[src/rtl/sha256_msg_ctrl.sv]
// SHA-256 message controller: packs a pre-padded 32-bit word stream into 512-bit blocks,
// sequences one sha256_core per block and returns the digest. Optional SHA_BLKCNT_EN adds blk_count.
module sha256_msg_ctrl #(
  parameter int unsigned TIMEOUT_CYCLES = 1023
) (
  input  logic         clk,
  input  logic         rst_n,
  input  logic         in_valid,
  output logic         in_ready,
  input  logic [31:0]  in_data,
  input  logic         in_last,
  output logic         core_start,
  output logic [511:0] core_block,
  output logic [255:0] core_hash_init,
  output logic         core_use_init,
  input  logic [255:0] core_hash_out,
  input  logic         core_ready,
  output logic         digest_valid,
  output logic [255:0] digest,
  input  logic         digest_ack,
  output logic         busy,
`ifdef SHA_BLKCNT_EN
  output logic [15:0]  blk_count,
`endif
  output logic         err
);

  localparam int unsigned WCW = $clog2(TIMEOUT_CYCLES + 2);

  typedef enum logic [2:0] {S_IDLE, S_LOAD, S_START, S_WAIT, S_DONE, S_ERR} state_e;

  state_e         state_q, state_d;
  logic [3:0]     cnt_q, cnt_d;
  logic           last_blk_q, last_blk_d;
  logic           later_q, later_d;
  logic [255:0]   chain_q, chain_d;
  logic [511:0]   block_q, block_d;
  logic [255:0]   digest_q, digest_d;
  logic [WCW-1:0] wait_q, wait_d;
  logic           in_ready_q, in_ready_d;
  logic           start_q, start_d;
  logic           use_init_q, use_init_d;
  logic           dv_q, dv_d;
  logic           busy_q, busy_d;
  logic           err_q, err_d;
`ifdef SHA_BLKCNT_EN
  logic [15:0]    blkcnt_q, blkcnt_d;
`endif

  logic           accept_c;
  logic           complete_c;
  logic [3:0]     widx_c;

  // Next-state, datapath and registered-output decode
  always_comb begin
    state_d    = state_q;
    cnt_d      = cnt_q;
    last_blk_d = last_blk_q;
    later_d    = later_q;
    chain_d    = chain_q;
    block_d    = block_q;
    digest_d   = digest_q;
    wait_d     = '0;
`ifdef SHA_BLKCNT_EN
    blkcnt_d   = blkcnt_q;
`endif
    accept_c   = in_valid && in_ready_q;
    // the first WAIT cycle still sees the core's stale idle-ready
    complete_c = (state_q == S_WAIT) && (wait_q != '0) && core_ready;
    widx_c     = (state_q == S_IDLE) ? 4'd0 : cnt_q;

    case (state_q)
      S_IDLE, S_LOAD: begin
        if (accept_c) begin
          if (state_q == S_IDLE) begin
            later_d = 1'b0;
`ifdef SHA_BLKCNT_EN
            blkcnt_d = 16'd0;
`endif
          end
          if (in_last && (widx_c != 4'd15)) begin
            state_d = S_ERR;
          end else begin
            block_d[{~widx_c, 5'h1f} -: 32] = in_data;
            cnt_d = widx_c + 4'd1;
            if (widx_c == 4'd15) begin
              last_blk_d = in_last;
              state_d    = S_START;
            end else begin
              state_d = S_LOAD;
            end
          end
        end
      end
      S_START: state_d = S_WAIT;
      S_WAIT: begin
        if (complete_c) begin
          chain_d = core_hash_out;
          later_d = 1'b1;
`ifdef SHA_BLKCNT_EN
          if (blkcnt_q != 16'hFFFF) blkcnt_d = blkcnt_q + 16'd1;
`endif
          if (last_blk_q) begin
            digest_d = core_hash_out;
            state_d  = S_DONE;
          end else begin
            cnt_d   = 4'd0;
            state_d = S_LOAD;
          end
        end else if (wait_q == WCW'(TIMEOUT_CYCLES)) begin
          state_d = S_ERR;
        end else begin
          wait_d = wait_q + WCW'(1);
        end
      end
      S_DONE: begin
        if (digest_ack) begin
          chain_d = '0;
          state_d = S_IDLE;
`ifdef SHA_BLKCNT_EN
          blkcnt_d = 16'd0;
`endif
        end
      end
      S_ERR:   state_d = S_ERR;
      default: state_d = S_IDLE;
    endcase

    in_ready_d = (state_d == S_IDLE) || (state_d == S_LOAD);
    start_d    = (state_d == S_START);
    dv_d       = (state_d == S_DONE);
    busy_d     = (state_d != S_IDLE);
    err_d      = (state_d == S_ERR);
    use_init_d = use_init_q;
    if (state_d == S_START)     use_init_d = later_d;
    else if (state_d == S_IDLE) use_init_d = 1'b0;
  end

  always_ff @(posedge clk) begin
    if (!rst_n) begin
      state_q    <= S_IDLE;
      cnt_q      <= 4'd0;
      last_blk_q <= 1'b0;
      later_q    <= 1'b0;
      chain_q    <= '0;
      block_q    <= '0;
      digest_q   <= '0;
      wait_q     <= '0;
      in_ready_q <= 1'b0;
      start_q    <= 1'b0;
      use_init_q <= 1'b0;
      dv_q       <= 1'b0;
      busy_q     <= 1'b0;
      err_q      <= 1'b0;
`ifdef SHA_BLKCNT_EN
      blkcnt_q   <= 16'd0;
`endif
    end else begin
      state_q    <= state_d;
      cnt_q      <= cnt_d;
      last_blk_q <= last_blk_d;
      later_q    <= later_d;
      chain_q    <= chain_d;
      block_q    <= block_d;
      digest_q   <= digest_d;
      wait_q     <= wait_d;
      in_ready_q <= in_ready_d;
      start_q    <= start_d;
      use_init_q <= use_init_d;
      dv_q       <= dv_d;
      busy_q     <= busy_d;
      err_q      <= err_d;
`ifdef SHA_BLKCNT_EN
      blkcnt_q   <= blkcnt_d;
`endif
    end
  end

  assign in_ready       = in_ready_q;
  assign core_start     = start_q;
  assign core_block     = block_q;
  assign core_hash_init = chain_q;
  assign core_use_init  = use_init_q;
  assign digest_valid   = dv_q;
  assign digest         = digest_q;
  assign busy           = busy_q;
  assign err            = err_q;
`ifdef SHA_BLKCNT_EN
  assign blk_count      = blkcnt_q;
`endif

endmodule

[config.mk]
export PLATFORM = sky130hd
export DESIGN_NAME = sha256_msg_ctrl
export DESIGN_NICKNAME = d
export VERILOG_FILES = /design/src/rtl/sha256_msg_ctrl.sv
export SDC_FILE = /design/constraint.sdc
export NUM_CORES = 2
export LEC_CHECK = 0
export CAP_MARGIN = 20
export CORE_AREA = 4 4 509 511
export CTS_CLUSTER_DIAMETER = 100
export DETAILED_ROUTE_END_ITERATION = 12
export DIE_AREA = 0 0 513 515
export PLACE_DENSITY_LB_ADDON = 0.05
export SLEW_MARGIN = 20
export SYNTH_ARGS = -nofsm -noshare
export SYNTH_HDL_FRONTEND = slang
export SYNTH_SLANG_ARGS = --single-unit
[constraint.sdc]
create_clock -name clk -period 3.5 [get_ports clk]
set_input_delay 1.05 -clock clk [delete_from_list [all_inputs] [get_ports clk]]
set_output_delay 1.05 -clock clk [all_outputs]
set_load 0.1 [all_outputs]
==> results.yml <==
floorplan:
  start_util_pct: 14.6
  num_io_pins: 1324
  design.core.area_um2: 254000
  die-area_um2: 264000
  rows: 185
  die_w_um: 513
  die_y_um: 515
timing:
  min_period_ns: 3.15
  relSlewSlack_pct: 33.3
  setup_ws_ns: 0.351
  fmax_mhz: 318
  rsz0062_at_grt: "false"
  setup_viol: 0
  hold_viol_final: 0
  tns_ns: 0
  period_share_pct: 90.0
  skew_ns: 0.0318
  slew_viol_final: 0
  worstMarginPinSlew_ns: 1.00
synthesis:
  yosys_register_bits: 1050
  post-synth-top-count-cell: "dfxtp_1"
  netlist_area_um2: 37100
  ys_seq_area_share_pct: 56.7
  synth_top_area_cell: "dfxtp_1"
  yosys_warnings: 0
  yosysTopAreaCellShare_pct: 56.7
  synthTopCellsByCount: "dfxtp_1, nor2_1, nand2_1, a21oi_1, a22oi_1"
  synth_cell_type_count: 52
  syn_inst: 4509
  synth_edf_count: 0
  syn_area_per_cell_um2: 8.23
  synth.top_cells.by_area: "dfxtp_1, a21oi_1, nor2_1"
  synth_fp_nets: 4811
  synthFlopType: "dfxtp_1"
  synthArstFlopShare_pct: 0
pwr:
  p_clk_share_pct: 53.0
  netSwitchingFraction_pct: 24.8
  p_int_mw: 21.3
  leakagePower_nw: 21.9
  ir_drop_v: 0.000409
  p_per_area_nw_per_um2: 495
  power_frac_seq_pct: 42.4
  p_sw_mw: 7.01
  power_frac_comb_pct: 4.6
final_layout:
  area_growth_pct: 54.0
  design_area_um2: 57200
  nets: 6057
  final_cell_count_no_fill: 9242
  drive_gt1_share_pct: 25.1
  fill_cells: 28000
worst_hold_path:
  hold-path-cell-count: 2
  min_from: "digest[242]"
  worstHoldPathType: "flop to flop"
setup_path:
  critPathCapture: "core_block[148]"
  reg2reg_depth: 10
  worstPathMaxFanout: 32
  r2r-start: "state_q[0]"
  reg2reg_slack_ns: 0.35
  timing.rr.end: "core_block[148]"
  arrival_ns: 3.86
  crit_required_ns: 4.21
  critPathLaunch: "state_q[0]"
  start_kind: "flop"
  crit_path_end_kind: "flop"
  crit_type: "flop to flop"
routing:
  vias_per_cell: 3.95
  vias: 36500
  firstDrtPassIters: 5
  drt-total-wl_um: 243000
  drtIter0Drc: 2391
  wire_per_inst_um: 26.3
  ant_nets: 0
  drc_errors: 0
clock_network:
  cts_tree: "built"
  cts.sinks: 1050
  cts_resized: 0
  cts_hold_buffers: 0
  clk_path_buf_depth: 3
  insertion_delay_ns: 0.79
  post_cts_buffers: 0
  cts_buffers: 147
  htree_levels: 4
  clkTransAtPathRegs_ns: 0.06
  clockRootBuffer: "clkbuf_16"
placed_design:
  place_ws_ns: 0.215
  place_area_um2: 52300
  place_congestion: 0.785
  port-buffer-count: 1323
  place_inst: 8972
  hpwl_um: 182000
global_routing:
  grt_pass1_vias: 36400
  grt_max_degree: 132
  grt_usage_pct: 17.6
  grt_pass1_wl_um: 326000
  antenna_found_initial: 55
  grt_overflow: 0
run:
  maxCapViolCount: 0
run_status:
  outcome: "complete, no violations"
flip-flops by register name, summed over array words and instances (netlist names):
signal	count
core_hash_init	256
err	1
last_blk_q	1
digest_valid	1
state_q	3
core_block	512
core_start	1
in_ready	1
core_use_init	1
wait_q	11
later_q	1
digest	256
cnt_q	4
busy	1
critical path, cell delays in order, from the launching register on:
cell	delay [ns]
dfxtp_1	0.64
or3_1	0.26
and2_1	0.20
ha_1	0.28
nand3_1	0.20
nand2b_2	0.32
a21oi_2	0.36
and4_1	0.31
buf_12	0.23
nand3_1	0.11
a21oi_1	0.14
power groups by stage:
stage / logic, mW / registers (mW) / clock network (mW)
detailed placement: 1.33 / 12.2 / 0
CTS: 1.33 / 12.0 / 15.7
global placement: 1.34 / 12.2 / 0
finish: 1.29 / 12.0 / 15.0
global route: 1.36 / 12.0 / 16.1
floorplan: 0.315 / 12.3 / 0
routing by layer:
| metal | track usage [%] | vias up | part of all wire (%) |
|---|---|---|---|
| met1 | 21.0 | 17500 | 41 |
| met5 | 0 | - | 0.12 |
| li1 | - | 17500 | - |
| met3 | 6.55 | 265 | 8.6 |
| met2 | 29.9 | 1284 | 48 |
| met4 | 4.31 | 46 | 2.2 |
stage by stage:
| step | utilization, % | hold slack [ns] | power [mW] |
|---|---|---|---|
| 6_report | 22.5 | 0.452 | 28.3 |
| 5_1_grt | 22.5 | 0.463 | 29.4 |
| 4_1_cts | 22.5 | 0.455 | 29.0 |
| 3_5_place_dp | 20.6 | 0.446 | 13.6 |
| 3_3_place_gp | 20.6 | 0.440 | 13.6 |
| 2_1_floorplan | - | 0.430 | 12.7 |
logic make-up after synthesis:
logic type      synth area share (%)
flops                           56.7
fa+ha+maj                      0.270
compound gates                  16.2
xor+xnor                       0.165
buf+inv                         5.13
simple gates                    21.5
mux                           0.0270
how the worst min path moves through the flow:
stage	slack, ns	end
5_1_grt	0.46	core_block[358]
2_1_floorplan	0.43	wait_q[0]
6_report	0.45	digest[242]
3_5_place_dp	0.45	core_block[366]
4_1_cts	0.45	digest[242]
3_3_place_gp	0.44	core_block[382]
area by class of cell:
type,count,area (um2),share of cell area [%]
Tap cell,3366,4210,7.37
Timing Repair Buffer,1490,12800,22.3
Clock buffer,233,4460,7.81
Multi-Input combinational cell,3054,14300,25.0
Sequential cell,1050,21000,36.8
Clock inverter,24,327,0.571
Inverter,12,52.6,0.0919
Antenna cell,13,32.5,0.0569
cell usage in the layout, fill, tap and decap left out, types with 5 or more instances in the layout:
cell	Yosys	routed
a21oi_1	775	774
a22oi_1	259	259
and3_1	7	6
buf_12	0	67
buf_4	42	1130
clkbuf_1	201	42
clkbuf_16	0	149
clkbuf_8	0	42
clkdlybuf4s50_1	0	293
clkinv_2	0	7
clkinv_8	0	5
dfxtp_1	1050	1050
diode_2	0	13
ha_1	8	8
inv_1	11	11
inv_6	0	6
nand2_1	846	841
nand2_2	3	5
nand3_1	173	169
nor2_1	855	854
or2_0	39	39
or2_2	27	27
No activity file was read; power rests on OpenSTA's default activity.
